--- src/rtl/dram_arb_pkg.sv ---
// Shared definitions for the DRAM burst arbiter slice.
//   arb_state_t     : arbiter FSM states
//   DEF_BLOCK_SIZE  : default words per burst
//   MST_DC / MST_IC : master IDs held by the round-robin last-grant pointer
//                     (used only when DRAM_ARB_RR_EN is defined)
package dram_arb_pkg;

    typedef enum logic [2:0] {
        IDLE   = 3'd0,
        GNT_DW = 3'd1,
        GNT_DR = 3'd2,
        GNT_IR = 3'd3,
        HOLD   = 3'd4
    } arb_state_t;

    localparam int unsigned DEF_BLOCK_SIZE = 8;

    localparam logic MST_DC = 1'b0;
    localparam logic MST_IC = 1'b1;

endpackage

--- src/rtl/dram_burst_counter.sv ---
// Beat counter and address generator for one burst.
//   load       : latch load_addr as the burst base and clear the beat counter
//   advance    : one beat completed, step the counter
//   beat_addr  : base + beat, modulo 2^ADDR_W
//   last_beat  : the counter is on the final beat of the burst
module dram_burst_counter
    import dram_arb_pkg::*;
#(
    parameter int unsigned BLOCK_SIZE = DEF_BLOCK_SIZE,
    parameter int unsigned ADDR_W     = 32
) (
    input  logic              clock,
    input  logic              rst,
    input  logic              load,
    input  logic [ADDR_W-1:0] load_addr,
    input  logic              advance,
    output logic [ADDR_W-1:0] beat_addr,
    output logic              last_beat
);

    localparam int unsigned BEAT_W = (BLOCK_SIZE > 1) ? $clog2(BLOCK_SIZE) : 1;

    logic [BEAT_W-1:0] beat_q, beat_d;
    logic [ADDR_W-1:0] base_q, base_d;

    always_comb begin
        base_d = base_q;
        beat_d = beat_q;
        if (load) begin
            base_d = load_addr;
            beat_d = '0;
        end else if (advance) begin
            beat_d = beat_q + BEAT_W'(1);
        end
    end

    always_ff @(posedge clock) begin
        if (rst) begin
            base_q <= '0;
            beat_q <= '0;
        end else begin
            base_q <= base_d;
            beat_q <= beat_d;
        end
    end

    // No carry check: the address simply wraps at 2^ADDR_W.
    assign beat_addr = base_q + ADDR_W'(beat_q);
    assign last_beat = (beat_q == BEAT_W'(BLOCK_SIZE - 1));

endmodule

--- src/rtl/dram_burst_arbiter.sv ---
// Shares one main-memory port between the I-cache (refill) and the D-cache
// (write-back + refill), granting whole BLOCK_SIZE-word bursts.
//   ic_rd_*  : I-cache refill request/address, returned data and valid
//   dc_wr_*  : D-cache write-back request/address/data, beat-accepted valid
//   dc_rd_*  : D-cache refill request/address, returned data and valid
//   mem_*    : memory beat request, write enable, address, data, completion
// Build option: DRAM_ARB_RR_EN alternates grants between the D-cache and the
// I-cache (write before read inside the D-cache turn); undefined gives fixed
// priority dc_wr > dc_rd > ic_rd.
module dram_burst_arbiter
    import dram_arb_pkg::*;
#(
    parameter int unsigned BLOCK_SIZE = DEF_BLOCK_SIZE,
    parameter int unsigned ADDR_W     = 32
) (
    input  logic              clock,
    input  logic              rst,
    input  logic              ic_rd_req,
    input  logic [ADDR_W-1:0] ic_rd_addr,
    output logic [31:0]       ic_rd_data,
    output logic              ic_rd_val,
    input  logic              dc_wr_req,
    input  logic [ADDR_W-1:0] dc_wr_addr,
    input  logic [31:0]       dc_wr_data,
    output logic              dc_wr_val,
    input  logic              dc_rd_req,
    input  logic [ADDR_W-1:0] dc_rd_addr,
    output logic [31:0]       dc_rd_data,
    output logic              dc_rd_val,
    output logic              mem_req,
    output logic              mem_wren,
    output logic [ADDR_W-1:0] mem_addr,
    output logic [31:0]       mem_wr_data,
    input  logic [31:0]       mem_rd_data,
    input  logic              mem_val
);

    arb_state_t        state_q, state_d;
    arb_state_t        grant_st;
    logic              wr_gap_q, wr_gap_d;
    logic              load;
    logic [ADDR_W-1:0] load_addr;
    logic              last_beat;

    // Arbitration result, only acted upon in IDLE.
`ifdef DRAM_ARB_RR_EN
    logic last_q, last_d;

    always_comb begin
        grant_st = IDLE;
        last_d   = last_q;
        if (ic_rd_req && (last_q == MST_DC || !(dc_wr_req || dc_rd_req)))
            grant_st = GNT_IR;
        else if (dc_wr_req)
            grant_st = GNT_DW;
        else if (dc_rd_req)
            grant_st = GNT_DR;
        if (state_q == IDLE && grant_st != IDLE)
            last_d = (grant_st == GNT_IR) ? MST_IC : MST_DC;
    end

    // Reset value lets the D-cache win the first contested grant.
    always_ff @(posedge clock) begin
        if (rst) last_q <= MST_IC;
        else     last_q <= last_d;
    end
`else
    always_comb begin
        grant_st = IDLE;
        if (dc_wr_req)
            grant_st = GNT_DW;
        else if (dc_rd_req)
            grant_st = GNT_DR;
        else if (ic_rd_req)
            grant_st = GNT_IR;
    end
`endif

    always_comb begin
        state_d   = state_q;
        wr_gap_d  = 1'b0;
        load      = 1'b0;
        load_addr = '0;
        mem_req   = 1'b0;
        mem_wren  = 1'b0;
        ic_rd_val = 1'b0;
        dc_rd_val = 1'b0;
        dc_wr_val = 1'b0;
        case (state_q)
            IDLE: begin
                if (grant_st != IDLE) begin
                    state_d = grant_st;
                    load    = 1'b1;
                    case (grant_st)
                        GNT_DW:  load_addr = dc_wr_addr;
                        GNT_DR:  load_addr = dc_rd_addr;
                        default: load_addr = ic_rd_addr;
                    endcase
                    // First write cycle is a gap: the cache's word register
                    // is not yet valid.
                    wr_gap_d = (grant_st == GNT_DW);
                end
            end
            GNT_DW: begin
                mem_wren = 1'b1;
                mem_req  = !wr_gap_q;
                if (mem_req && mem_val) begin
                    dc_wr_val = 1'b1;
                    wr_gap_d  = 1'b1;
                    if (last_beat) state_d = HOLD;
                end
            end
            GNT_DR: begin
                mem_req = 1'b1;
                if (mem_val) begin
                    dc_rd_val = 1'b1;
                    if (last_beat) state_d = HOLD;
                end
            end
            GNT_IR: begin
                mem_req = 1'b1;
                if (mem_val) begin
                    ic_rd_val = 1'b1;
                    if (last_beat) state_d = HOLD;
                end
            end
            HOLD:    state_d = IDLE;
            default: state_d = IDLE;
        endcase
    end

    always_ff @(posedge clock) begin
        if (rst) begin
            state_q  <= IDLE;
            wr_gap_q <= 1'b0;
        end else begin
            state_q  <= state_d;
            wr_gap_q <= wr_gap_d;
        end
    end

    dram_burst_counter #(
        .BLOCK_SIZE (BLOCK_SIZE),
        .ADDR_W     (ADDR_W)
    ) u_counter (
        .clock     (clock),
        .rst       (rst),
        .load      (load),
        .load_addr (load_addr),
        .advance   (mem_req && mem_val),
        .beat_addr (mem_addr),
        .last_beat (last_beat)
    );

    assign ic_rd_data  = mem_rd_data;
    assign dc_rd_data  = mem_rd_data;
    assign mem_wr_data = dc_wr_data;

endmodule

--- config.mk ---
export PLATFORM = sky130hd
export DESIGN_NAME = dram_burst_arbiter
export DESIGN_NICKNAME = d
export VERILOG_FILES = /design/src/rtl/dram_arb_pkg.sv /design/src/rtl/dram_burst_counter.sv /design/src/rtl/dram_burst_arbiter.sv
export SDC_FILE = /design/constraint.sdc
export NUM_CORES = 1
export LEC_CHECK = 0
export CAP_MARGIN = 20
export CORE_AREA = 3 3 115 117
export DETAILED_ROUTE_END_ITERATION = 6
export DIE_AREA = 0 0 118 120
export PLACE_DENSITY = 0.82
export SETUP_SLACK_MARGIN = 0.3
export SYNTH_ARGS = -nofsm -noshare
export SYNTH_HDL_FRONTEND = slang
export SYNTH_SLANG_ARGS = --single-unit
--- constraint.sdc ---
create_clock -name clock -period 5.6 [get_ports clock]
set_clock_uncertainty 0.1 [all_clocks]
set_input_delay 0.56 -clock clock [delete_from_list [all_inputs] [get_ports clock]]
set_output_delay 0.56 -clock clock [all_outputs]
set_load 0.02 [all_outputs]
* Yosys cells after proc, flatten, opt, wreduce, memory -nomap -nowiden
Cells that the tools add are included.
Word-level totals: flip-flop bits (word level) 39, input bits 166, word-level logic and storage cells 45
Cells by class: $add $sub $neg 2, equality and inequality tests 9, muxes and demuxes 22, reductions and logical operators 8
Operators with widths (count):
- $mux W32 | 2
- $pmux W32 S2 | 1
- $add A32 B3 Y32 | 1
- $mux W3 | 4
- $eq A3 B2 Y1 const B | 3
- $mux W1 | 9
- $pmux W3 S3 | 1
- $eq A3 B1 Y1 const B | 2
- $mux W2 | 3
- $ne A2 B2 Y1 const B | 2
- $pmux W1 S2 | 2
- $reduce_or A2 Y1 | 2
- $add A3 B1 Y3 const B | 1
- $eq A3 B3 Y1 const B | 1
- $logic_not A3 Y1 | 1
- $reduce_and A3 Y1 | 1
- $reduce_bool A3 Y1 | 1
- $logic_and A1 B1 Y1 | 2
- $ne A2 B1 Y1 const B | 1
- $logic_not A1 Y1 | 1

* Depth between registers and ports, before layout
depth in word-level cells 7, depth in mapped cells 9, gate-level depth less buffers 8

* Hierarchy
Synthesis repeated with hierarchy kept, for this count alone.
Unflattened totals: cell total of the unflattened synthesis 452, area total of the unflattened synthesis 3829.9 um^2
Modules (own cells, without submodules):
- dram_burst_arbiter | times used 1, cells an instance 249, area each 1941.9 um^2
- dram_burst_counter | times used 1, cells an instance 203, area each 1888.1 um^2

* Worst setup path before layout
OpenSTA, ideal clock, no wires.
path type register -> output, start register u_counter.beat_q[2], end output mem_addr[19], arrival time 1.960 ns, data required time 4.940 ns, setup slack 2.980 ns, cell stages (with the launch flop) 6, path buffers 0, cell sequence dfxtp_1 -> ha_1 -> o211ai_1 -> nor4_1 -> nand4_1 -> xnor2_1
Between the ends: cells in the longest elaborated chain, start to end 1
RTL lines:
- start, declared | line dram_burst_counter.sv:23 | logic [BEAT_W-1:0] beat_q, beat_d;
- start signal, assigned | line dram_burst_counter.sv:43 | beat_q <= beat_d;
- $add A32 B3 Y32 | line dram_burst_counter.sv:48 | assign beat_addr = base_q + ADDR_W'(beat_q);
- end, declared | line dram_burst_arbiter.sv:32 | output logic [ADDR_W-1:0] mem_addr,
No other way between the ends.

* Final worst setup path
start register u_counter.beat_q[0], end output mem_addr[26]
The elaborated chain is that of the path after synthesis.

==> results by group <==
Die
  • Die W: 118 microns
  • Full die area: 14200 sq um
  • Starting Density: 27.1%
  • I/O pin count: 299
  • Count of standard-cell rows: 41
  • Core area: 12500 sq um
  • Die height: roughly 120 microns

GRT
  • First-pass GRT wire length: 16200 microns
  • Gr ovfl total: 0
  • GRT Total Usage: 14.5%
  • Pin count of the biggest net entering global routing: 65
  • Initial antenna violation count: 0
  • Vias in the first global route: 3047

Synthesis
  • Yosys warning count: 0
  • Synthesized Nets: 605
  • Post-synth top area share: 23.1%
  • Dominant cells by area after synthesis: dfxtp_1, buf_4, o2bb2ai_1, a22oi_1, nand2_1
  • Register bit total from synthesis: 39
  • Register area share after synthesis: 23.1%
  • Average size of a mapped cell: 7.88 sq um
  • Synth unique cells: 40
  • Syn Inst Count: 429
  • Post-Syn Area: 3380 sq um
  • Area leader, netlist: dfxtp_1

STA
  • Setup TNS: 0 ns
  • Slew Viols, Final: 0
  • RSZ-0062 raised after global routing: no
  • Crit path time final: 3.60 ns
  • Setup violations, final: 0
  • Peak Freq: 0.278 GHz
  • Hold WS: 0.375 ns
  • Fin. Hold Viols: 0
  • Slew @ Worst Pin: 0.971 ns
  • Max transition margin: 35.3%
  • Period utilization: 64.3%

Outcome
  • Run status: finished clean

Layout
  • Nets: 636
  • Area Growth Syn to Fin: 28.9%
  • Non-Filler Instances: ~630
  • Post-route cell area: 4360 sq um
  • Fill cells: 1275
  • # diodes: 0
  • Share of cells above drive strength 1: 4.77%

Power and ir drop
  • Power Density: 241 nW/um^2
  • Total power: 1050 uW
  • Max VDD drop: 0.0911 mV
  • Pleak: 0.00165 uW

Critical path
  • Critical-path top delay cell: clkdlybuf4s50_1
  • Critical path type: reg -> out
  • Max FO, Critical Path: 6
  • CP cell instances: ha_1, fa_1, a21o_1, nand3_1, nor4_1, xor2_1, clkdlybuf4s50_1
  • Crit-path leading delay family: simple AND/OR/NAND/NOR gates
  • Worst Path Arrival: slightly below 3 ns
  • Largest stage delay, worst path: about 0.64 ns
  • Endpoint type of the worst setup path: output pin
  • Type of origin of the critical path: flop
  • Crit path launch: u_counter.beat_q[0]
  • Worst path required time: 4.94 ns
  • Critical path buffers and inverters: 1
  • Critical R2R Launch: state_q[1]

Clocking
  • Clock Path Buffers: 2
  • Postcts setup bufs: 0
  • Post-CTS sizing: 0
  • Num CTS Buffers: 5
  • H-Tree Depth: 2
  • CTS root buf: clkbuf_16
  • Clock slew at reported path FFs: roughly 0.060 ns
  • CTS Hold Buffers Added: 0
  • TritonCTS clock tree: yes
  • Clk_lat worst skew: 0.28 ns
  • CTS Sinks: 39

Drt
  • Initial drt markers: 104
  • Total Wirelength: 10600 microns
  • DR vias: 3065
  • WL/cell: 16.7 microns
  • DRC viols: 0
  • Drt pass-1 iters: 5
  • Antenna viol nets, final: 0
  • Vias per cell: 4.84

Flow run
  • Max_cap viols: 0

Placed design
  • IO Port Bufs: 138
  • Placed cell area: 4190 sq um
  • DP HPWL: 8100 microns
  • GP Congestion: 0.770
  • Placed Instances: 622

Hold path
  • HP Start: u_counter.base_q[31]
  • HP Class: reg -> reg
[layout by cell type (no fill, tap or decap), types with 2 or more instances in the layout]
cell type        instances
o311ai_0                 2
o21ai_0                 33
nor4_1                   5
clkbuf_1                 2
nand3_1                  9
dfxtp_1                 39
nor2_1                  16
or2_2                    2
clkbuf_16                5
a21o_1                   2
o2bb2ai_1               31
ha_1                     8
a21oi_1                  5
nand2_1                 46
buf_8                    2
xnor2_1                 15
mux2i_1                  2
nor2b_1                  2
nor4_2                   2
buf_4                    3
xor2_1                  16
or3_1                    4
nand4_1                  8
a22oi_1                 32
nor3_1                   6
clkdlybuf4s50_1        138
inv_1                    5
and3_1                   4
[layout make-up]
type,instances,area (sq um),share of cell area (%)
inverters,5,18.8,0.431
multi-input cells,265,1770,40.6
clock inverters,1,5.00,0.115
flip-flops and latches,39,781,17.9
clock buffers,7,133,3.04
repair buffers,144,1440,33.0
well taps,172,215,4.94
[final timing paths]
kind         cells after the start  slack [ns]                   end
min reg2reg                      1        0.37  u_counter.base_q[31]
max                              7        2.00          mem_addr[26]
max reg2reg                      5        3.58  u_counter.base_q[17]
min                              1        0.37  u_counter.base_q[31]
[routing by layer]
layer	part of all wire, %	track usage [%]	vias up
met3	7.0	4.76	51
li1	-	-	1491
met5	0	0	-
met1	42	16.7	1386
met2	47	23.3	137
met4	4.1	8.79	0
[state kept, by name, summed over array words and instances, names as in the netlist]
signal            cells
u_counter.beat_q      3
state_q               3
u_counter.base_q     32
wr_gap_q              1
[stage by stage]
stage	utilization (%)	setup WS (ns)
after floorplan	-	2.98
after global placement	33.6	1.80
final	35.0	2.00
after global routing	35.0	1.78
after detailed placement	33.6	1.65
after CTS	34.7	1.55
[synthesized netlist by cell type, drive strengths merged]
cell type,instances
fa,1
dfxtp,39
a22oi,32
a21oi,5
o21ai,33
nor4,7
or3b,1
nor2b,2
buf,98
or2,2
xor2,16
o21ba,1
xnor2,15
ha,9
nand3b,1
o311ai,2
nand4,9
a211oi,1
and2,1
nand2,46
mux2i,2
nor2,17
o22ai,1
nor4b,1
and3,4
nand3,9
and4,1
o2bb2ai,31
inv,5
or3,4
clkbuf,22
o211ai,1
a21o,2
or4,2
nor3,6
[logic make-up after synthesis]
kind of cell	count (synthesis)	share of synthesized area (%)
buffers and inverters	125	24.8
and+or+nand+nor	113	17.0
AOI/OAI and AO/OA	109	22.7
DFF	39	23.1
xor gates and xnor gates	31	8.03
adders and majority gates	10	3.92
muxes	2	0.592
[power breakdown]
part	internal (uW)	switching, uW	leakage, uW
registers	319	58.8	0.000321
logic	207	191	0.00126
clock network	165	112	0.0000679
total	691	361	0.00165
No activity file was read; power rests on OpenSTA's default activity.
